--- src/rtl/mem_arb_pkg.sv ---
// Shared types for the two-requester memory port arbiter.
package mem_arb_pkg;

  typedef enum logic [1:0] {
    IDLE,
    BUSY_IF,
    BUSY_LS
  } state_e;

  typedef enum logic {
    OWN_IF,
    OWN_LS
  } owner_e;

  localparam int unsigned ACC_LEN = 4;

endpackage

--- src/rtl/mem_arbiter.sv ---
// Arbitrates instruction-fetch and load/store requests onto one memory port, one outstanding access.
// Define MEM_ARB_RR_EN for round-robin arbitration; otherwise load/store has fixed priority.
module mem_arbiter
  import mem_arb_pkg::*;
#(
  parameter int unsigned ADDR_W = 32,
  parameter int unsigned DATA_W = ACC_LEN * 8
) (
  input  logic              clk,
  input  logic              rst_n,
  input  logic              if_req_valid,
  output logic              if_req_ready,
  input  logic [ADDR_W-1:0] if_addr,
  output logic              if_rsp_valid,
  output logic [DATA_W-1:0] if_rdata,
  input  logic              ls_req_valid,
  output logic              ls_req_ready,
  input  logic              ls_wr,
  input  logic [ADDR_W-1:0] ls_addr,
  input  logic [DATA_W-1:0] ls_wdata,
  output logic              ls_rsp_valid,
  output logic [DATA_W-1:0] ls_rdata,
  output logic              mem_req_valid,
  input  logic              mem_req_ready,
  output logic [ADDR_W-1:0] mem_addr,
  output logic [DATA_W-1:0] mem_wdata,
  output logic              mem_wr,
  input  logic              mem_rsp_valid,
  input  logic [DATA_W-1:0] mem_rdata
);

  state_e            state_q, state_d;
  logic              store_q, store_d;
  logic              if_rsp_valid_q, ls_rsp_valid_q;
  logic [DATA_W-1:0] if_rdata_q, ls_rdata_q;
  owner_e            grant;
  logic              pref_ls;

`ifdef MEM_ARB_RR_EN
  owner_e rr_q, rr_d;
  assign pref_ls = (rr_q == OWN_LS);
`else
  assign pref_ls = 1'b1;
`endif

  // Grant, request-side handshake and next state; nothing here reads mem_rsp_valid/mem_rdata
  // except the BUSY exit, which only feeds registers.
  always_comb begin
    state_d       = state_q;
    store_d       = store_q;
    mem_req_valid = 1'b0;
    mem_addr      = '0;
    mem_wdata     = '0;
    mem_wr        = 1'b0;
    if_req_ready  = 1'b0;
    ls_req_ready  = 1'b0;
`ifdef MEM_ARB_RR_EN
    rr_d          = rr_q;
`endif
    grant = (ls_req_valid && (!if_req_valid || pref_ls)) ? OWN_LS : OWN_IF;

    case (state_q)
      IDLE: begin
        mem_req_valid = if_req_valid | ls_req_valid;
        if (mem_req_valid) begin
          if (grant == OWN_LS) begin
            mem_addr     = ls_addr;
            mem_wr       = ls_wr;
            mem_wdata    = ls_wr ? ls_wdata : '0;
            ls_req_ready = mem_req_ready;
          end else begin
            mem_addr     = if_addr;
            if_req_ready = mem_req_ready;
          end
          if (mem_req_ready) begin
            state_d = (grant == OWN_LS) ? BUSY_LS : BUSY_IF;
            store_d = (grant == OWN_LS) && ls_wr;
`ifdef MEM_ARB_RR_EN
            rr_d    = (grant == OWN_LS) ? OWN_IF : OWN_LS;
`endif
          end
        end
      end
      BUSY_IF, BUSY_LS: begin
        if (mem_rsp_valid) state_d = IDLE;
      end
      default: state_d = IDLE;
    endcase
  end

  always_ff @(posedge clk) begin
    if (!rst_n) begin
      state_q        <= IDLE;
      store_q        <= 1'b0;
      if_rsp_valid_q <= 1'b0;
      ls_rsp_valid_q <= 1'b0;
      if_rdata_q     <= '0;
      ls_rdata_q     <= '0;
`ifdef MEM_ARB_RR_EN
      rr_q           <= OWN_LS;
`endif
    end else begin
      state_q        <= state_d;
      store_q        <= store_d;
      if_rsp_valid_q <= (state_q == BUSY_IF) && mem_rsp_valid;
      ls_rsp_valid_q <= (state_q == BUSY_LS) && mem_rsp_valid;
      if ((state_q == BUSY_IF) && mem_rsp_valid) if_rdata_q <= mem_rdata;
      if ((state_q == BUSY_LS) && mem_rsp_valid) ls_rdata_q <= store_q ? '0 : mem_rdata;
`ifdef MEM_ARB_RR_EN
      rr_q           <= rr_d;
`endif
    end
  end

  assign if_rsp_valid = if_rsp_valid_q;
  assign ls_rsp_valid = ls_rsp_valid_q;
  assign if_rdata     = if_rdata_q;
  assign ls_rdata     = ls_rdata_q;

endmodule

--- config.mk ---
export PLATFORM = sky130hd
export DESIGN_NAME = mem_arbiter
export DESIGN_NICKNAME = d
export VERILOG_FILES = /design/src/rtl/mem_arb_pkg.sv /design/src/rtl/mem_arbiter.sv
export SDC_FILE = /design/constraint.sdc
export NUM_CORES = 1
export LEC_CHECK = 0
export BUFFER_PORTS_ARGS = -buffer_cell sky130_fd_sc_hd__clkbuf_2
export CAP_MARGIN = 20
export CELL_PAD_IN_SITES_DETAIL_PLACEMENT = 0
export CELL_PAD_IN_SITES_GLOBAL_PLACEMENT = 1
export CORE_MARGIN = 2
export CORE_UTILIZATION = 28
export CTS_CLUSTER_SIZE = 16
export DETAILED_ROUTE_END_ITERATION = 12
export PLACE_DENSITY_LB_ADDON = 0.15
export SYNTH_ARGS = -nofsm -noshare
export SYNTH_HDL_FRONTEND = slang
export SYNTH_SLANG_ARGS = --single-unit
--- constraint.sdc ---
create_clock -name clk -period 3.3 [get_ports clk]
set_input_delay 0.66 -clock clk [delete_from_list [all_inputs] [get_ports clk]]
set_output_delay 0.66 -clock clk [all_outputs]
set_load 0.005 [all_outputs]
==> summary.txt, run 1 <==
outcome: finished, final reports clean
# IOs: 269
RSZ-0062 raised after global routing: no
max-cap viol count: 0
Synth top area share: 43.8%
CTS tree: yes
post-synthesis net count: 490
worst reg2reg setup slack: 1.56 ns
CP peak stage delay: 0.71 ns
synthesized cell area: 0.00315 mm^2
post-route insts no fill: 755
die width: 110 um
post-route setup slack: 0.576 ns
Detail Route Antenna Nets: 0
Final Wtd Congestion: 0.880
DR vias: 3361
clock share of power: 39.4%
area fraction in and, or, nand and nor cells after synthesis: 20.5%
root buf cell: clkbuf_8
Starting Density: 28.9%
final WL: 10800 um
P_sw: 0.517 mW
Cell Int Power: 1.48 mW
I/O Buffers: 268
worst vdd ir: 0.260 mV
Final Setup Violations: 0
Yosys top cell by area: dfxtp_1
Total Nets Final: 748
depth of the CTS H-tree: 3
DP Cell Count: 739
commonest cells in the netlist: 69 x dfxtp_1, 67 x nand2_1, 33 x and2_1
DP Wirelength: 8630 um
Tcrit/Tclk final: 82.5%
fraction of synthesized area in multiplexers: 10.2%
top_reg_cell synth: dfxtp_1
crit end category: primary output
WP data arrival: 2.06 ns
Hold Violations, Final: 0
Worst Min Path Start: if_rdata[23]
Fmax achieved: 367 MHz
pre-CTS setup slack: 0.783 ns
Area contributors post-synth: dfxtp_1 44%, mux2i_1 10%, a22o_1 8.9%
post-layout minimum cycle time: 2.72 ns
Die ar.: 0.0121 mm^2
CP max-delay cell: and3_1
vias in the first global route: 3118
skew final: 0.0110 ns
post-CTS sizing: 0
Max Transition Viols Final: 0
synth warn: 0
R2R Path Start: state_q[0]
ANT cells: 0
CP delay by family, top: simple AND/OR/NAND/NOR gates
Startpoint Class: register
critical path peak fanout: 33
Post-synth EDFFs: 0
pin count of the biggest net entering global routing: 39
Slew @ Worst Pin: 0.804 ns
mean routed wirelength per cell: 14.3 um
Seq pwr share: 43.2%
Worst-Skew Late Latency: 0.34 ns
Post-Synth XOR/XNOR Area: 0%
hold path cells: 2
most frequent cell after synthesis: dfxtp_1
Synth Area per Inst: 8.95 um^2
cell depth of the worst flop-to-flop path: 5
drt via density: 4.45
Netlist cell types: 25
clock slew at reported path FFs: 0.08 ns
CTS Hold Bufs: 0
Synth Instances: 352
Hold Path End: if_rdata[23]
Worst slew margin: 46.3%
Setup TNS Final: 0 ns
first-pass GRT wire length: 15900 um
post-synthesis sequential area ratio: 43.8%
PwrDens: 418 mW/mm^2
row cnt: 38
Crit Path Class: register to primary output
floorplan core area: 0.0109 mm^2
layout cells sized above 1: 47.8%
Hold Crit Class: register to register
Switching Share: 25.8%
Post-synth ARST share: 0%
chain of cells forming the critical path: inv_1 -> ha_1 -> and3_1 -> and2_1 -> clkbuf_2
DRC viols: 0
Clock Sinks: 69
1st-pass router iterations: 4
CP Data Required Time: 2.64 ns
Compound-Gate Fraction of Synth Area: 18.1%
gr ovfl total: 0
Comb pwr share: 17.4%
Post-CTS Setup Bufs: 0
register bit total from synthesis: 69
height of the die: 110 um
Starting DRT DRC Count: 99
Leak: 2.52 nW
CP bufs+invs: 2
initial antenna violation count: 0
number of buffers created by CTS: 9
Clock Path Buffers: 2
Post-Synth Adder-Cell Area: 1.19%
FF-to-FF End: ls_rdata[11]
P&R area growth vs syn: 51.8%
Overall Global Routing Usage: 17.1%
largest family of logic cells by synthesized area: simple AND/OR/NAND/NOR gates
[area by class of cell]
| cell class | instances | area [um^2] |
|---|---|---|
| clock buffers | 10 | 138 |
| clock inverters | 6 | 93.8 |
| fillers | 1115 | 6100 |
| inverters | 6 | 22.5 |
| multi-input cells | 249 | 1580 |
| flip-flops and latches | 69 | 1380 |
| well taps | 140 | 175 |
| repair buffers | 275 | 1390 |
[cell usage in the layout (no fill, tap or decap)]
master / count
buf_4: 7
a21oi_1: 1
nor2b_4: 1
nand3_1: 2
nand2_1: 67
a21boi_1: 5
inv_1: 6
a21boi_2: 1
o21ai_0: 2
nor2b_1: 2
nand4_1: 1
inv_6: 2
a22o_1: 32
ha_1: 3
o22ai_1: 2
clkinvlp_4: 1
dfxtp_1: 69
mux2i_1: 32
a21boi_0: 28
and3_1: 3
o21ai_2: 1
clkbuf_2: 268
clkinv_4: 1
bufinv_16: 2
clkbuf_8: 10
nand2b_1: 1
and2_1: 33
nor2_1: 32
[metrics by stage]
| stage | instance area, um^2 | hold WS [ns] | utilization [%] | total power [mW] |
|---|---|---|---|---|
| 4_1_cts | 4780 | 0.461 | 43.9 | 2.03 |
| 3_5_place_dp | 4550 | 0.449 | 41.8 | 1.24 |
| 2_1_floorplan | 3150 | 0.451 | - | 1.04 |
| 6_report | 4780 | 0.456 | 43.9 | 2.00 |
| 5_1_grt | 4780 | 0.489 | 43.9 | 2.10 |
| 3_3_place_gp | 4550 | 0.441 | 41.8 | 1.24 |
[flip-flops by register name, indices dropped and copies added, names as in the netlist]
signal / count
if_rsp_valid: 1
ls_rsp_valid: 1
state_q: 2
if_rdata: 32
store_q: 1
ls_rdata: 32
[kinds of logic (layout without fill, tap and decap cells)]
group | count (synthesis) | after routing
AND/OR/NAND/NOR | 142 | 142
AO/OA/AOI/OAI | 72 | 72
flip-flops | 69 | 69
buffers and inverters | 34 | 297
multiplexers | 32 | 32
adder cells (fa/ha/maj) | 3 | 3
[worst reg2reg max path, cell delays in order (launching register included)]
cell and delay [ns]:
dfxtp_1 0.33, inv_1 0.08, ha_1 0.18, and3_1 0.18
nor2b_4 0.68, a22o_1 0.24
[worst max path at each step]
stage / from / to / slack, ns / depth (start not counted)
3_5_place_dp: ls_req_valid / mem_addr[22] / 0.78 / 5
2_1_floorplan: ls_req_valid / mem_addr[10] / 1.32 / 4
5_1_grt: state_q[0] / mem_wdata[14] / 0.40 / 5
4_1_cts: state_q[0] / mem_wdata[31] / 0.56 / 5
3_3_place_gp: ls_req_valid / mem_addr[22] / 0.78 / 5
6_report: state_q[0] / mem_wdata[31] / 0.58 / 5
[layer usage]
| layer | GRT usage [%] | routed length (um) | vias up |
|---|---|---|---|
| li1 | - | - | 1695 |
| met1 | 20.3 | 4480 | 1502 |
| met2 | 30.0 | 5270 | 153 |
| met3 | 5.29 | 912 | 11 |
| met4 | 4.46 | 136 | 0 |
| met5 | 0 | 0 | - |
[power groups by stage]
stage | clock network [mW] | registers [mW] | logic, mW
after floorplan | 0 | 0.885 | 0.158
after global placement | 0 | 0.883 | 0.352
after detailed placement | 0 | 0.884 | 0.351
after CTS | 0.814 | 0.864 | 0.353
after global routing | 0.850 | 0.867 | 0.387
final | 0.789 | 0.864 | 0.347
Note: power is estimated with default switching activity, not from simulation.
==> run 2, diff against run 1 <==
--- a/config.mk
+++ b/config.mk
@@ -10,7 +10,7 @@
 export CELL_PAD_IN_SITES_DETAIL_PLACEMENT = 0
 export CELL_PAD_IN_SITES_GLOBAL_PLACEMENT = 1
 export CORE_MARGIN = 2
-export CORE_UTILIZATION = 28
+export CORE_UTILIZATION = 23
 export CTS_CLUSTER_SIZE = 16
 export DETAILED_ROUTE_END_ITERATION = 12
 export PLACE_DENSITY_LB_ADDON = 0.15
==> constraint.sdc (replaced) <==
create_clock -name clk -period 2.5 [get_ports clk]
set_input_delay 0.5 -clock clk [delete_from_list [all_inputs] [get_ports clk]]
set_output_delay 0.5 -clock clk [all_outputs]
set_load 0.005 [all_outputs]
==> summary.txt, run 2 (same netlist as run 1, synthesis figures left out) <==
critical path peak fanout: 33 (unchanged)
pin count of the biggest net entering global routing: 34 (was 39)
Worst slew margin: 47.4% (was 46.3%)
depth of the CTS H-tree: 3 (unchanged)
CP delay by family, top: buffers and inverters (was simple AND/OR/NAND/NOR gates)
post-route insts no fill: 792 (was 755)
Worst-Skew Late Latency: 0.33 ns (was 0.34 ns)
Setup TNS Final: 0 ns (unchanged)
Hold Violations, Final: 0 (unchanged)
DP Cell Count: 776 (was 739)
Total Nets Final: 749 (was 748)
I/O Buffers: 268 (unchanged)
CP peak stage delay: 0.36 ns (was 0.71 ns)
first-pass GRT wire length: 16500 um (was 15900 um)
Startpoint Class: register (unchanged)
CTS Hold Bufs: 0 (unchanged)
root buf cell: clkbuf_16 (was clkbuf_8)
height of the die: 121 um (was 110 um)
Hold WS: 0.394 ns (was 0.456 ns)
DRC viols: 0 (unchanged)
post-CTS sizing: 0 (unchanged)
P&R area growth vs syn: 56.5% (was 51.8%)
layout cells sized above 1: 47.6% (was 47.8%)
vias in the first global route: 3240 (was 3118)
worst vdd ir: 0.317 mV (was 0.260 mV)
Final Setup Violations: 0 (unchanged)
chain of cells forming the critical path: inv_1 -> ha_1 -> and3_1 -> buf_4 -> and2_1 -> clkbuf_2 (was inv_1 -> ha_1 -> and3_1 -> and2_1 -> clkbuf_2)
Overall Global Routing Usage: 14.6% (was 17.1%)
mean routed wirelength per cell: 13.7 um (was 14.3 um)
Hold Crit Class: input port to register (was register to register)
max-cap viol count: 0 (unchanged)
outcome: finished, final reports clean (unchanged)
crit end category: primary output (unchanged)
Slew @ Worst Pin: 0.788 ns (was 0.804 ns)
commonest non-fill, non-tap cells in the layout: 268 x clkbuf_2, 69 x dfxtp_1, 67 x nand2_1 (unchanged)
number of buffers created by CTS: 9 (unchanged)
floorplan core area: 0.0133 mm^2 (was 0.0109 mm^2)
WP data arrival: 1.73 ns (was 2.06 ns)
Clock Path Buffers: 2 (unchanged)
CP Data Required Time: 2.00 ns (was 2.64 ns)
Tcrit/Tclk final: 89.2%
Detail Route Antenna Nets: 0 (unchanged)
initial antenna violation count: 0 (unchanged)
Clock Sinks: 69 (unchanged)
post-route setup slack: 0.271 ns (was 0.576 ns)
clock slew at reported path FFs: 0.06 ns (was 0.08 ns)
Starting DRT DRC Count: 120 (was 99)
CP bufs+invs: 3 (was 2)
Starting Density: 23.7% (was 28.9%)
# IOs: 269 (unchanged)
ANT cells: 0 (unchanged)
1st-pass router iterations: 4 (unchanged)
Leak: 2.57 nW (was 2.52 nW)
Die ar.: 0.0147 mm^2 (was 0.0121 mm^2)
post-layout minimum cycle time: 2.23 ns
Final Wtd Congestion: 0.847 (was 0.880)
Max Transition Viols Final: 0 (unchanged)
drt via density: 4.26 (was 4.45)
Crit Path Class: register to primary output (unchanged)
gr ovfl total: 0 (unchanged)
DP Wirelength: 8730 um (was 8630 um)
DR vias: 3376 (was 3361)
CTS tree: yes (unchanged)
row cnt: 42 (was 38)
commonest non-fill, non-tap cell in the layout: clkbuf_2 (unchanged)
Fmax achieved: 449 MHz
die width: 121 um (was 110 um)
pre-CTS setup slack: 0.551 ns (was 0.783 ns)
final WL: 10900 um (was 10800 um)
CP max-delay cell: dfxtp_1 (was and3_1)
Post-CTS Setup Bufs: 0 (unchanged)
RSZ-0062 raised after global routing: no (unchanged)
PwrDens: 581 mW/mm^2 (was 418 mW/mm^2)
skew final: 0.00604 ns (was 0.0110 ns)
run 2: cell count changes in the layout (fill, tap and decap cells not counted), sizes merged:
cell and delta:
bufinv -1, inv -2, buf +1, clkbuf +2, clkinv +1
run 2: power breakdown:
group / internal (mW) / switching [mW]
Clock: 0.796 / 0.463
Combinational: 0.240 / 0.225
Sequential: 1.13 / 0.0147
Total: 2.16 / 0.702
run 2: worst reg2reg max path: stages (launching register included):
cell,delay [ns]
dfxtp_1,0.33
inv_1,0.08
ha_1,0.21
and3_1,0.19
nor2b_4,0.67
a22o_1,0.24
run 2: final cells by class:
class	instances	area (um^2)
well taps	176	220
fillers	1428	8360
flip-flops and latches	69	1380
repair buffers	276	1430
clock inverters	4	47.5
clock buffers	12	246
multi-input cells	249	1590
inverters	6	22.5
run 2: final timing paths:
kind | from | end | slack [ns] | depth (start not counted)
worst max-delay path | state_q[0] | mem_wdata[1] | 0.27 | 6
worst min-delay path | mem_rdata[3] | ls_rdata[3] | 0.39 | 2
worst max register to register | state_q[0] | ls_rdata[17] | 0.72 | 5
worst min register to register | if_rdata[4] | if_rdata[4] | 0.45 | 2
run 2: layer usage:
metal,part of all wire [%],GRT usage (%)
met1,39,16.0
met2,52,26.8
met3,8.2,4.14
met4,1.2,4.80
met5,0,0
run 2: metrics by stage:
stage / instance area (um^2) / utilization [%] / total power, mW
global route: 4930 / 37.1 / 3.01
global placement: 4640 / 34.9 / 1.64
detailed placement: 4640 / 34.9 / 1.64
floorplan: 3150 / - / 1.38
CTS: 4930 / 37.1 / 2.92
finish: 4930 / 37.1 / 2.87
==> run 3, diff against run 2 <==
--- a/config.mk
+++ b/config.mk
@@ -5,6 +5,7 @@
 export SDC_FILE = /design/constraint.sdc
 export NUM_CORES = 1
 export LEC_CHECK = 0
+export ABC_AREA = 1
 export BUFFER_PORTS_ARGS = -buffer_cell sky130_fd_sc_hd__clkbuf_2
 export CAP_MARGIN = 20
 export CELL_PAD_IN_SITES_DETAIL_PLACEMENT = 0
@@ -14,6 +15,7 @@
 export CTS_CLUSTER_SIZE = 16
 export DETAILED_ROUTE_END_ITERATION = 12
 export PLACE_DENSITY_LB_ADDON = 0.15
+export SKIP_LAST_GASP = 1
 export SYNTH_ARGS = -nofsm -noshare
 export SYNTH_HDL_FRONTEND = slang
 export SYNTH_SLANG_ARGS = --single-unit
==> summary.txt, run 3 <==
outcome: finished, final reports clean (unchanged)
Post-CTS Setup Bufs: 0 (unchanged)
PwrDens: 584 mW/mm^2 (was 581 mW/mm^2)
Starting Density: 23.2% (was 23.7%)
chain of cells forming the critical path: inv_1 -> ha_1 -> inv_2 -> nor2_4 -> inv_4 -> nor2_1 -> clkbuf_2 (was inv_1 -> ha_1 -> and3_1 -> buf_4 -> and2_1 -> clkbuf_2)
root buf cell: clkbuf_16 (unchanged)
critical path peak fanout: 32 (was 33)
fin util: 34.9% (was 37.1%)
Yosys top cell by area: dfxtp_1 (unchanged)
Worst slew margin: 59.6% (was 47.4%)
Synth Instances: 562 (was 352)
Total Nets Final: 956 (was 749)
Crit Path Class: register to primary output (unchanged)
synth warn: 0 (unchanged)
Startpoint Class: register (unchanged)
Hold WS: 0.437 ns (was 0.394 ns)
gr ovfl total: 0 (unchanged)
hold path cells: 3 (was 2)
pin count of the biggest net entering global routing: 37 (was 34)
DRC viols: 0 (unchanged)
row cnt: 45 (was 42)
Clock Sinks: 69 (unchanged)
CP bufs+invs: 4 (was 3)
Tcrit/Tclk final: 87.1% (was 89.2%)
FF/Latch Area: 0.00138 mm^2 (unchanged)
first-pass GRT wire length: 20400 um (was 16500 um)
dpl cell area: 0.00496 mm^2 (was 0.00464 mm^2)
Worst-Skew Late Latency: 0.32 ns (was 0.33 ns)
Hold Violations, Final: 0 (unchanged)
height of the die: 127 um (was 121 um)
CP max-delay cell: dfxtp_1 (unchanged)
Hold Crit Class: input port to register (unchanged)
WL met3: 1010 um (was 889 um)
Setup TNS Final: 0 ns (unchanged)
P&R area growth vs syn: 50.6% (was 56.5%)
highest routed layer: met4 (unchanged)
Netlist cell types: 18 (was 25)
skew final: 0.00664 ns (was 0.00604 ns)
post-route insts no fill: 1010 (was 792)
# IOs: 269 (unchanged)
I/O Buffers: 268 (unchanged)
Clock Path Buffers: 2 (unchanged)
Design Area, Final: 0.00525 mm^2 (was 0.00493 mm^2)
Leak: 3.20 nW (was 2.57 nW)
DR vias: 4186 (was 3376)
crit end category: primary output (unchanged)
CP delay by family, top: buffers and inverters (unchanged)
met2 WL: 6330 um (was 5620 um)
Hold Path End: ls_rdata[19] (was ls_rdata[3])
R2R Path Start: state_q[0] (unchanged)
Post-synth EDFFs: 0 (unchanged)
ANT cells: 0 (unchanged)
layout cells sized above 1: 36.9% (was 47.6%)
RSZ-0062 raised after global routing: no (unchanged)
area of the multi-input gates: 0.00162 mm^2 (was 0.00159 mm^2)
die width: 127 um (was 121 um)
mean routed wirelength per cell: 12.9 um (was 13.7 um)
post-synthesis net count: 700 (was 490)
CTS Hold Bufs: 0 (unchanged)
commonest cells in the netlist: 172 x nand2_1, 101 x nor2_1, 72 x inv_1 (was 69 x dfxtp_1, 67 x nand2_1, 33 x and2_1)
Filler cells: 1718 (was 1428)
number of buffers created by CTS: 9 (unchanged)
synthesized cell area: 0.00349 mm^2 (was 0.00315 mm^2)
WP data arrival: 1.68 ns (was 1.73 ns)
max-cap viol count: 0 (unchanged)
Starting DRT DRC Count: 111 (was 120)
cell depth of the worst flop-to-flop path: 7 (was 5)
worst vdd ir: 0.355 mV (was 0.317 mV)
Synth top area share: 39.6% (was 43.8%)
DP Wirelength: 10000 um (was 8730 um)
clock slew at reported path FFs: 0.06 ns (about the same)
FF-to-FF End: store_q (was ls_rdata[17])
Overall Global Routing Usage: 15.7% (was 14.6%)
Worst Setup SP: state_q[0] (unchanged)
Post-synth ARST share: 0% (unchanged)
Final Setup Violations: 0 (unchanged)
drt via density: 4.14 (was 4.26)
Slew @ Worst Pin: 0.605 ns (was 0.788 ns)
final WL: 13000 um (was 10900 um)
CP Data Required Time: 2.00 ns (about the same)
1st-pass router iterations: 5 (was 4)
register bit total from synthesis: 69 (unchanged)
Area contributors post-synth: dfxtp_1 40%, nand2_1 19%, nor2_1 11% (was dfxtp_1 44%, mux2i_1 10%, a22o_1 8.9%)
post-layout minimum cycle time: 2.18 ns (was 2.23 ns)
Final Wtd Congestion: 0.785 (was 0.847)
commonest non-fill, non-tap cells in the layout: 268 x clkbuf_2, 172 x nand2_1, 101 x nor2_1 (was 268 x clkbuf_2, 69 x dfxtp_1, 67 x nand2_1)
initial antenna violation count: 0 (unchanged)
vias in the first global route: 3983 (was 3240)
commonest non-fill, non-tap cell in the layout: clkbuf_2 (unchanged)
wl on met1: 5510 um (was 4230 um)
CP Depth: 7 (was 6)
Fmax achieved: 459 MHz (was 449 MHz)
top_reg_cell synth: dfxtp_1 (unchanged)
Detail Route Antenna Nets: 0 (unchanged)
floorplan core area: 0.0150 mm^2 (was 0.0133 mm^2)
DP Cell Count: 995 (was 776)
CTS tree: yes (unchanged)
worst reg2reg setup slack: 1.11 ns (was 0.72 ns)
Max Transition Viols Final: 0 (unchanged)
depth of the CTS H-tree: 3 (unchanged)
CP peak stage delay: 0.32 ns (was 0.36 ns)
Die ar.: 0.0162 mm^2 (was 0.0147 mm^2)
Worst Min Path Start: mem_rdata[19] (was mem_rdata[3])
most frequent cell after synthesis: nand2_1 (was dfxtp_1)
Synth Area per Inst: 6.21 um^2 (was 8.95 um^2)
post-synthesis sequential area ratio: 39.6% (was 43.8%)
==> run 3: cell types whose count changed in the layout (fill, tap and decap cells not counted), moves of 28 or more <==
cell and change:
nand2_1 +105, nor2_1 +69, inv_1 +66, o21ai_0 +62
and2_1 -33, nand3_1 +33, a22o_1 -32, mux2i_1 -32
a21boi_0 -28
==> run 3: worst max-delay path by stage <==
stage / end
finish: mem_wdata[26]
global route: mem_addr[8]
CTS: mem_wdata[26]
detailed placement: mem_wdata[26]
global placement: mem_wdata[26]
floorplan: mem_addr[22]
==> run 3: final cells by class <==
cell class / instances / share of cell area [%]
Clock buffer: 9 / 4.29
Clock inverter: 6 / 1.24
Inverter: 76 / 5.48
Multi-Input combinational cell: 382 / 30.7
Sequential cell: 69 / 26.3
Tap cell: 188 / 4.48
Timing Repair Buffer: 280 / 27.5
==> run 3: what timing repair did <==
item,CTS,global route
resized for setup,0,2
endpoints found under the setup margin,0,1
endpoints found under the hold margin,0,0
==> run 3: layer usage <==
metal	vias up	track usage [%]
met2	160	28.1
met4	0	4.33
li1	2199	-
met1	1818	18.4
met5	-	0
met3	9	4.40
==> run 3: cell families (layout without fill, tap and decap cells) <==
kind of cell | count (synthesis) | count (layout) | share of synthesized area [%]
adder cells (fa/ha/maj) | 3 | 3 | 1.08
AND/OR/NAND/NOR | 313 | 313 | 35.8
buffers and inverters | 111 | 371 | 14.1
flip-flops | 69 | 69 | 39.6
AO/OA/AOI/OAI | 66 | 66 | 9.47
==> run 3: through the flow <==
stage,setup WS (ns),total power [mW]
2_1_floorplan,0.902,1.54
3_3_place_gp,0.481,1.86
3_5_place_dp,0.441,1.87
4_1_cts,0.118,3.13
5_1_grt,0.189,3.26
6_report,0.324,3.07
==> run 3: where the power goes <==
group          internal, mW  switching, mW  leakage, nW
Clock                 0.766          0.473        0.141
Combinational         0.286          0.366         2.50
Sequential             1.15         0.0269        0.559
Total                  2.20          0.866         3.20
==> run 3: worst min-delay path: stages <==
cell      delay [ns]
clkbuf_2        0.09
nand2_1         0.05
o21ai_0         0.07
